File: src/rtl/bcd_number_lexer_pkg.sv
`default_nettype none
// ============================================================================
// Module      : bcd_number_lexer_pkg
// Description : Shared types and constants for the JSON number lexer.
// Revision    : 1.0 - initial release
// ============================================================================
package bcd_number_lexer_pkg;

    typedef logic [3:0] BcdDigit;

    typedef enum logic [3:0] {
        IDLE       = 4'd0,
        SIGN       = 4'd1,
        INT_FIRST  = 4'd2,
        INT_ZERO   = 4'd3,
        INT        = 4'd4,
        FRAC_FIRST = 4'd5,
        FRAC       = 4'd6,
        EXP_SIGN   = 4'd7,
        EXP_FIRST  = 4'd8,
        EXP        = 4'd9,
        DONE       = 4'd10,
        ERROR      = 4'd11
    } LexState;

    localparam logic [2:0] FIELD_INT  = 3'b001;
    localparam logic [2:0] FIELD_FRAC = 3'b010;
    localparam logic [2:0] FIELD_EXP  = 3'b100;

    localparam logic [7:0] ASCII_0     = 8'h30;
    localparam logic [7:0] ASCII_9     = 8'h39;
    localparam logic [7:0] ASCII_MINUS = 8'h2D;
    localparam logic [7:0] ASCII_PLUS  = 8'h2B;
    localparam logic [7:0] ASCII_DOT   = 8'h2E;
    localparam logic [7:0] ASCII_LOW_E = 8'h65;
    localparam logic [7:0] ASCII_UP_E  = 8'h45;

endpackage
`default_nettype wire

File: src/rtl/bcd_number_lexer_ascii_char_classifier.sv
`default_nettype none
// ============================================================================
// Module      : ascii_char_classifier
// Description : Combinational classification of one ASCII character into the
//               JSON number character classes plus its BCD digit value.
// Revision    : 1.0 - initial release
// ============================================================================
module ascii_char_classifier
    import bcd_number_lexer_pkg::*;
(
    input  logic [7:0] charIn,
    output logic       isDigit,
    output logic       isDot,
    output logic       isExp,
    output logic       isPlus,
    output logic       isMinus,
    output BcdDigit    digitValue
);

    assign isDigit = (charIn >= ASCII_0) && (charIn <= ASCII_9);
    assign isDot   = (charIn == ASCII_DOT);
    assign isExp   = (charIn == ASCII_LOW_E) || (charIn == ASCII_UP_E);
    assign isPlus  = (charIn == ASCII_PLUS);
    assign isMinus = (charIn == ASCII_MINUS);

    // '0'..'9' occupy 0x30..0x39, so the low nibble is the digit value
    assign digitValue = charIn[3:0];

endmodule
`default_nettype wire

File: src/rtl/bcd_number_lexer.sv
`default_nettype none
// ============================================================================
// Module      : bcd_number_lexer
// Description : Validates one JSON number token and emits its digits as BCD
//               with a one-hot field select (integer/fraction/exponent).
// Build macro : BCD_LEXER_STRICT_EN enables leading-zero and digit-overflow
//               errors; otherwise excess digits are silently dropped.
// Revision    : 1.0 - initial release
// ============================================================================
module bcd_number_lexer
    import bcd_number_lexer_pkg::*;
#(
    parameter int MAX_DIGITS = 19
) (
    input  logic       clk,
    input  logic       rst,
    input  logic [7:0] charIn,
    input  logic       charValid,
    output logic       charReady,
    input  logic       start,
    output logic       accClear,
    output BcdDigit    curDigit,
    output logic [2:0] selectedArray,
    output logic       digitEnb,
    output logic       mantNegative,
    output logic       expNegative,
    output logic       numberDone,
    output logic       numberError
);

    localparam logic [4:0] c_max_digits = 5'(MAX_DIGITS);

    if (MAX_DIGITS < 1 || MAX_DIGITS > 31) begin : g_max_digits_check
        $error("MAX_DIGITS must be within 1..31");
    end

    logic    w_is_digit;
    logic    w_is_dot;
    logic    w_is_exp;
    logic    w_is_plus;
    logic    w_is_minus;
    BcdDigit w_digit;

    ascii_char_classifier u_classifier (
        .charIn     (charIn),
        .isDigit    (w_is_digit),
        .isDot      (w_is_dot),
        .isExp      (w_is_exp),
        .isPlus     (w_is_plus),
        .isMinus    (w_is_minus),
        .digitValue (w_digit)
    );

    LexState    r_state;
    logic [4:0] r_cnt_int;
    logic [4:0] r_cnt_frac;
    logic [4:0] r_cnt_exp;
    logic       r_acc_clear;
    BcdDigit    r_cur_digit;
    logic [2:0] r_selected_array;
    logic       r_digit_enb;
    logic       r_mant_negative;
    logic       r_exp_negative;
    logic       r_number_done;
    logic       r_number_error;

    LexState    w_next;
    logic [2:0] w_field;
    logic       w_take;
    logic       w_terminate;
    logic       w_set_mneg;
    logic       w_set_eneg;
    logic [4:0] w_field_cnt;
    logic       w_full;
    logic       w_emit;
    logic       w_active;
    logic       w_accept;

    // Decode of the current character against the current state
    always_comb begin
        w_next      = r_state;
        w_field     = FIELD_INT;
        w_take      = 1'b0;
        w_terminate = 1'b0;
        w_set_mneg  = 1'b0;
        w_set_eneg  = 1'b0;
        w_field_cnt = r_cnt_int;
        case (r_state)
            SIGN, INT_FIRST: begin
                if (r_state == SIGN && w_is_minus) begin
                    w_set_mneg = 1'b1;
                    w_next     = INT_FIRST;
                end else if (w_is_digit) begin
                    w_take = 1'b1;
                    w_next = (w_digit == 4'd0) ? INT_ZERO : INT;
                end else begin
                    w_next = ERROR;
                end
            end
            INT_ZERO, INT: begin
                if (w_is_digit) begin
`ifdef BCD_LEXER_STRICT_EN
                    if (r_state == INT_ZERO) begin
                        w_next = ERROR;
                    end else begin
                        w_take = 1'b1;
                        w_next = INT;
                    end
`else
                    w_take = 1'b1;
                    w_next = INT;
`endif
                end else if (w_is_dot) begin
                    w_next = FRAC_FIRST;
                end else if (w_is_exp) begin
                    w_next = EXP_SIGN;
                end else begin
                    w_terminate = 1'b1;
                end
            end
            FRAC_FIRST: begin
                w_field = FIELD_FRAC;
                if (w_is_digit) begin
                    w_take = 1'b1;
                    w_next = FRAC;
                end else begin
                    w_next = ERROR;
                end
            end
            FRAC: begin
                w_field = FIELD_FRAC;
                if (w_is_digit) begin
                    w_take = 1'b1;
                end else if (w_is_exp) begin
                    w_next = EXP_SIGN;
                end else begin
                    w_terminate = 1'b1;
                end
            end
            EXP_SIGN: begin
                w_field = FIELD_EXP;
                if (w_is_plus) begin
                    w_next = EXP_FIRST;
                end else if (w_is_minus) begin
                    w_set_eneg = 1'b1;
                    w_next     = EXP_FIRST;
                end else if (w_is_digit) begin
                    w_take = 1'b1;
                    w_next = EXP;
                end else begin
                    w_next = ERROR;
                end
            end
            EXP_FIRST: begin
                w_field = FIELD_EXP;
                if (w_is_digit) begin
                    w_take = 1'b1;
                    w_next = EXP;
                end else begin
                    w_next = ERROR;
                end
            end
            EXP: begin
                w_field = FIELD_EXP;
                if (w_is_digit) begin
                    w_take = 1'b1;
                end else begin
                    w_terminate = 1'b1;
                end
            end
            default: ;
        endcase

        case (w_field)
            FIELD_FRAC: w_field_cnt = r_cnt_frac;
            FIELD_EXP:  w_field_cnt = r_cnt_exp;
            default:    w_field_cnt = r_cnt_int;
        endcase
        w_full = (w_field_cnt >= c_max_digits);
        w_emit = w_take & ~w_full;
`ifdef BCD_LEXER_STRICT_EN
        if (w_take && w_full) begin
            w_next = ERROR;
        end
`endif
    end

    assign w_active  = !(r_state inside {IDLE, DONE, ERROR});
    // The terminator is left on the bus for the token parser, so never ready for it
    assign charReady = w_active & ~start & ~w_terminate;
    assign w_accept  = charValid & charReady;

    always_ff @(posedge clk or posedge rst) begin
        if (rst) begin
            r_state          <= IDLE;
            r_cnt_int        <= 5'd0;
            r_cnt_frac       <= 5'd0;
            r_cnt_exp        <= 5'd0;
            r_acc_clear      <= 1'b0;
            r_cur_digit      <= 4'd0;
            r_selected_array <= 3'b000;
            r_digit_enb      <= 1'b0;
            r_mant_negative  <= 1'b0;
            r_exp_negative   <= 1'b0;
            r_number_done    <= 1'b0;
            r_number_error   <= 1'b0;
        end else begin
            r_acc_clear   <= 1'b0;
            r_digit_enb   <= 1'b0;
            r_number_done <= 1'b0;
            if (start) begin
                r_state         <= SIGN;
                r_cnt_int       <= 5'd0;
                r_cnt_frac      <= 5'd0;
                r_cnt_exp       <= 5'd0;
                r_mant_negative <= 1'b0;
                r_exp_negative  <= 1'b0;
                r_number_error  <= 1'b0;
                r_acc_clear     <= 1'b1;
            end else if (w_accept) begin
                r_state <= w_next;
                if (w_next == ERROR) begin
                    r_number_error <= 1'b1;
                end
                if (w_set_mneg) begin
                    r_mant_negative <= 1'b1;
                end
                if (w_set_eneg) begin
                    r_exp_negative <= 1'b1;
                end
                if (w_emit) begin
                    r_digit_enb      <= 1'b1;
                    r_cur_digit      <= w_digit;
                    r_selected_array <= w_field;
                    case (w_field)
                        FIELD_FRAC: r_cnt_frac <= r_cnt_frac + 5'd1;
                        FIELD_EXP:  r_cnt_exp  <= r_cnt_exp + 5'd1;
                        default:    r_cnt_int  <= r_cnt_int + 5'd1;
                    endcase
                end
            end else if (charValid && w_terminate) begin
                r_number_done <= 1'b1;
                r_state       <= DONE;
            end
        end
    end

    assign accClear      = r_acc_clear;
    assign curDigit      = r_cur_digit;
    assign selectedArray = r_selected_array;
    assign digitEnb      = r_digit_enb;
    assign mantNegative  = r_mant_negative;
    assign expNegative   = r_exp_negative;
    assign numberDone    = r_number_done;
    assign numberError   = r_number_error;

endmodule
`default_nettype wire

File: config.mk
export PLATFORM = sky130hd
export DESIGN_NAME = bcd_number_lexer
export DESIGN_NICKNAME = d
export VERILOG_FILES = /design/src/rtl/bcd_number_lexer_pkg.sv /design/src/rtl/bcd_number_lexer_ascii_char_classifier.sv /design/src/rtl/bcd_number_lexer.sv
export SDC_FILE = /design/constraint.sdc
export NUM_CORES = 1
export LEC_CHECK = 0
export ABC_AREA = 0
export ABC_CLOCK_PERIOD_IN_PS = 4000
export BUFFER_PORTS_ARGS = -buffer_cell sky130_fd_sc_hd__clkbuf_2
export CORE_MARGIN = 10
export CORE_UTILIZATION = 51
export DETAILED_ROUTE_END_ITERATION = 16
export PLACE_DENSITY = 0.77
export SETUP_SLACK_MARGIN = 0.02
export SLEW_MARGIN = 5
export SYNTH_ARGS = -nofsm -noshare
export SYNTH_HDL_FRONTEND = slang
export SYNTH_HIERARCHICAL = 1
export SYNTH_SLANG_ARGS = --single-unit
File: constraint.sdc
create_clock -name clk -period 4 [get_ports clk]
set_clock_uncertainty 0.15 [all_clocks]
set_input_delay 0.2 -clock clk [delete_from_list [all_inputs] [get_ports clk]]
set_output_delay 0.2 -clock clk [all_outputs]
set_load 0.005 [all_outputs]
==> summary.txt <==
hold_sp = charIn[0]
highest metal used = met4
RSZ-0062 raised after global routing = no
Final period util = 0.835
number of synthesized flops with an enable pin = 0
number of global-route vias before repair = 1689
num rows = 23
setup_tns = 0 ns
arrival time worst endpoint = 3.40 ns
global-route wire length before repair = 8140 um
Final Wtd Congestion = 0.852
most frequent cells in the layout = 32 x dfrtp_1, 28 x nor2_1, 25 x clkbuf_2, 14 x nand2_1, 13 x o21ai_0
Final nets = 260
cell area after synthesis = 2130 sq um
# DRC = 0
total chip power = 0.00102 W
routed len/inst = 16.0 um
Cells after Synth = 227
Placeable Area = 4030 sq um
M1 WL = 2240 um
clock tree buffer depth = 2
Routed met2 length = 2110 um
Layout Cells excl Fill = 293
Die ar. = 7170 sq um
Die H = 84.7 um
fraction of layout cells with a size suffix above 1 = 0.189
H-tree depth = 2
Least-Margin Pin Slew = 0.705 ns
drt pass-1 iters = 4
Seq/Total Area, Yosys = 0.375
flop2flop setup slack = 0.66 ns
leakage = 1.08 nW
HPWL Detailed = 3330 um
TritonCTS Buffers = 5
Post-Route WL = 4680 um
fraction of registers with async set/reset = 1.00
largest net degree at the start of global routing = 33
endpoints failing setup = 0
CP endpoint kind = flip-flop
CTS clk-pin slew, worst paths = 0.06 ns
cell taking the most area after synthesis = dfrtp_1
Distinct cells, synth = 61
Area contributors post-synth = dfrtp_1 38%, nor2_1 4.9%, ha_1 3.5%
worst reg2reg startpoint = r_state[1]$_DFFE_PP0P_
vias per cell = 5.97
total gr overflow = 0
Yosys top cell area share = 0.375
commonest register cell after synthesis = dfrtp_1
Worst EP required = 4.06 ns
register bit total from synthesis = 32
Starting Density = 0.530
# clock sinks = 32
Hold WC Path Type = in -> reg
Yosys warning count = 6
Port Buffers = 25
Max Fclk = 0.299 GHz
Final Hold Fails = 0
Syn Nets = 245
via count = 1748
I/O Pins = 26
Die X = 84.7 um
Syn Area/Cell = 9.40 sq um
Final Max Slew Viols = 0
Reg2Reg Capture Point = r_cnt_frac[4]$_DFFE_PP0P_
GRT Overall Usage = 0.132
max cap viols = 0
PD cells = 435 nW/um^2
dpl ws = 0.695 ns
antenna violations before repair = 0
Hold Path Depth = 2
Reg2Reg Depth = 9
Setup CP Type = reg -> reg
status = complete, no violations
Hold EP = curDigit[0]$_DFFE_PP0P_
Synth-to-Final Area Change = 9.50%
ANT nets after route = 0
Peak VDD IR = 421 uV
Cells after DPL = 284
commonest non-fill, non-tap cell in the layout = dfrtp_1
CTS Root Buffer Type = clkbuf_8
Clock Latency Late Sink = 0.30 ns
setup repair bufs after CTS = 0
diode count = 0
fin worst setup slack = 0.660 ns
1st-iter DRT viols = 108
met3 WL = 293 um
fin crit period = 3.34 ns
CTS tree = built
Slew HR = 0.529
crit path max fanout = 20
Worst Setup Start Kind = flip-flop
Yosys cell counts (all sizes together), types with 3 or more instances:
| master | count |
|---|---|
| nand4 | 4 |
| and4 | 3 |
| inv | 4 |
| dfrtp | 32 |
| nand2b | 5 |
| xor2 | 4 |
| nor3b | 4 |
| a211oi | 4 |
| buf | 18 |
| or3 | 4 |
| a21oi | 5 |
| o21ai | 13 |
| nand2 | 14 |
| nand3 | 8 |
| nor2b | 6 |
| a32oi | 3 |
| nand4bb | 3 |
| mux2 | 5 |
| ha | 6 |
| nor4b | 3 |
| nor2 | 29 |
| mux2i | 6 |
| nor3 | 3 |
timing repair:
item / in CTS / in global routing
resized for setup: 0 / 0
hold buffers: 1 / 0
endpoints found under the hold margin: 32 / 0
sequential cells by signal (all words and copies together) (netlist names):
signal	flops
r_state	4
mantNegative	1
r_cnt_int	5
r_cnt_frac	5
curDigit	4
numberError	1
r_cnt_exp	5
expNegative	1
numberDone	1
digitEnb	1
accClear	1
selectedArray	3
report_power, final:
group | internal, W | switching [W]
clock | 0.000185 | 0.000123
combinational | 0.000135 | 0.000169
sequential | 0.000352 | 0.0000529
total | 0.000672 | 0.000345
worst max path at each step:
stage,startpoint,to,slack (ns),cells after the start
6_report,r_state[1]$_DFFE_PP0P_,r_cnt_frac[4]$_DFFE_PP0P_,0.66,9
5_1_grt,r_state[1]$_DFFE_PP0P_,r_cnt_frac[4]$_DFFE_PP0P_,0.35,9
4_1_cts,r_state[1]$_DFFE_PP0P_,r_cnt_frac[4]$_DFFE_PP0P_,0.70,9
3_5_place_dp,r_state[1]$_DFFE_PP0P_,r_cnt_frac[4]$_DFFE_PP0P_,0.69,9
3_3_place_gp,r_state[1]$_DFFE_PP0P_,r_cnt_exp[4]$_DFFE_PP0P_,0.84,9
2_1_floorplan,r_state[0]$_DFFE_PP0P_,selectedArray[0]$_DFFE_PP0P_,1.19,12
cell type report:
type                    instances  area [sq um]
clock buffers                   6          72.6
inverters                       4          15.0
well taps                      50          62.6
flip-flops and latches         32           801
repair buffers                 28           150
multi-input cells             171          1200
clock inverters                 2          35.0
fillers                       368          1690
critical path, cell delays in order (launching register included):
cell and delay, ns:
dfrtp_1 0.67, nor2b_1 0.40, o21ai_0 0.29, ha_1 0.35, a2111oi_0 0.34, a21oi_1 0.10
nand3_1 0.21, nand3_4 0.22, or3_1 0.40, a21oi_1 0.13
metal layers:
metal  vias to the layer above  track usage
li1                        871            -
met1                       831        0.177
met2                        42        0.198
met3                         4       0.0483
met4                         0       0.0299
met5                         -            0
metrics by stage:
step | utilization | cell area [sq um] | hold slack, ns
2_1_floorplan | - | 2130 | 0.0814
5_1_grt | 0.580 | 2340 | 0.0856
4_1_cts | 0.580 | 2340 | 0.0575
6_report | 0.580 | 2340 | 0.0623
3_3_place_gp | 0.551 | 2220 | 0.135
3_5_place_dp | 0.551 | 2220 | 0.142
logic make-up (layout without fill, tap and decap cells):
kind of cell	Yosys count	count (layout)	share of synthesized area
buffers and inverters	24	40	0.0622
adder cells (fa/ha/maj)	6	6	0.0352
XOR/XNOR	6	6	0.0246
multiplexers	11	11	0.0545
AO/OA/AOI/OAI	50	50	0.169
AND/OR/NAND/NOR	98	98	0.279
flip-flops	32	32	0.375
Power figures use the tool's default switching activity.
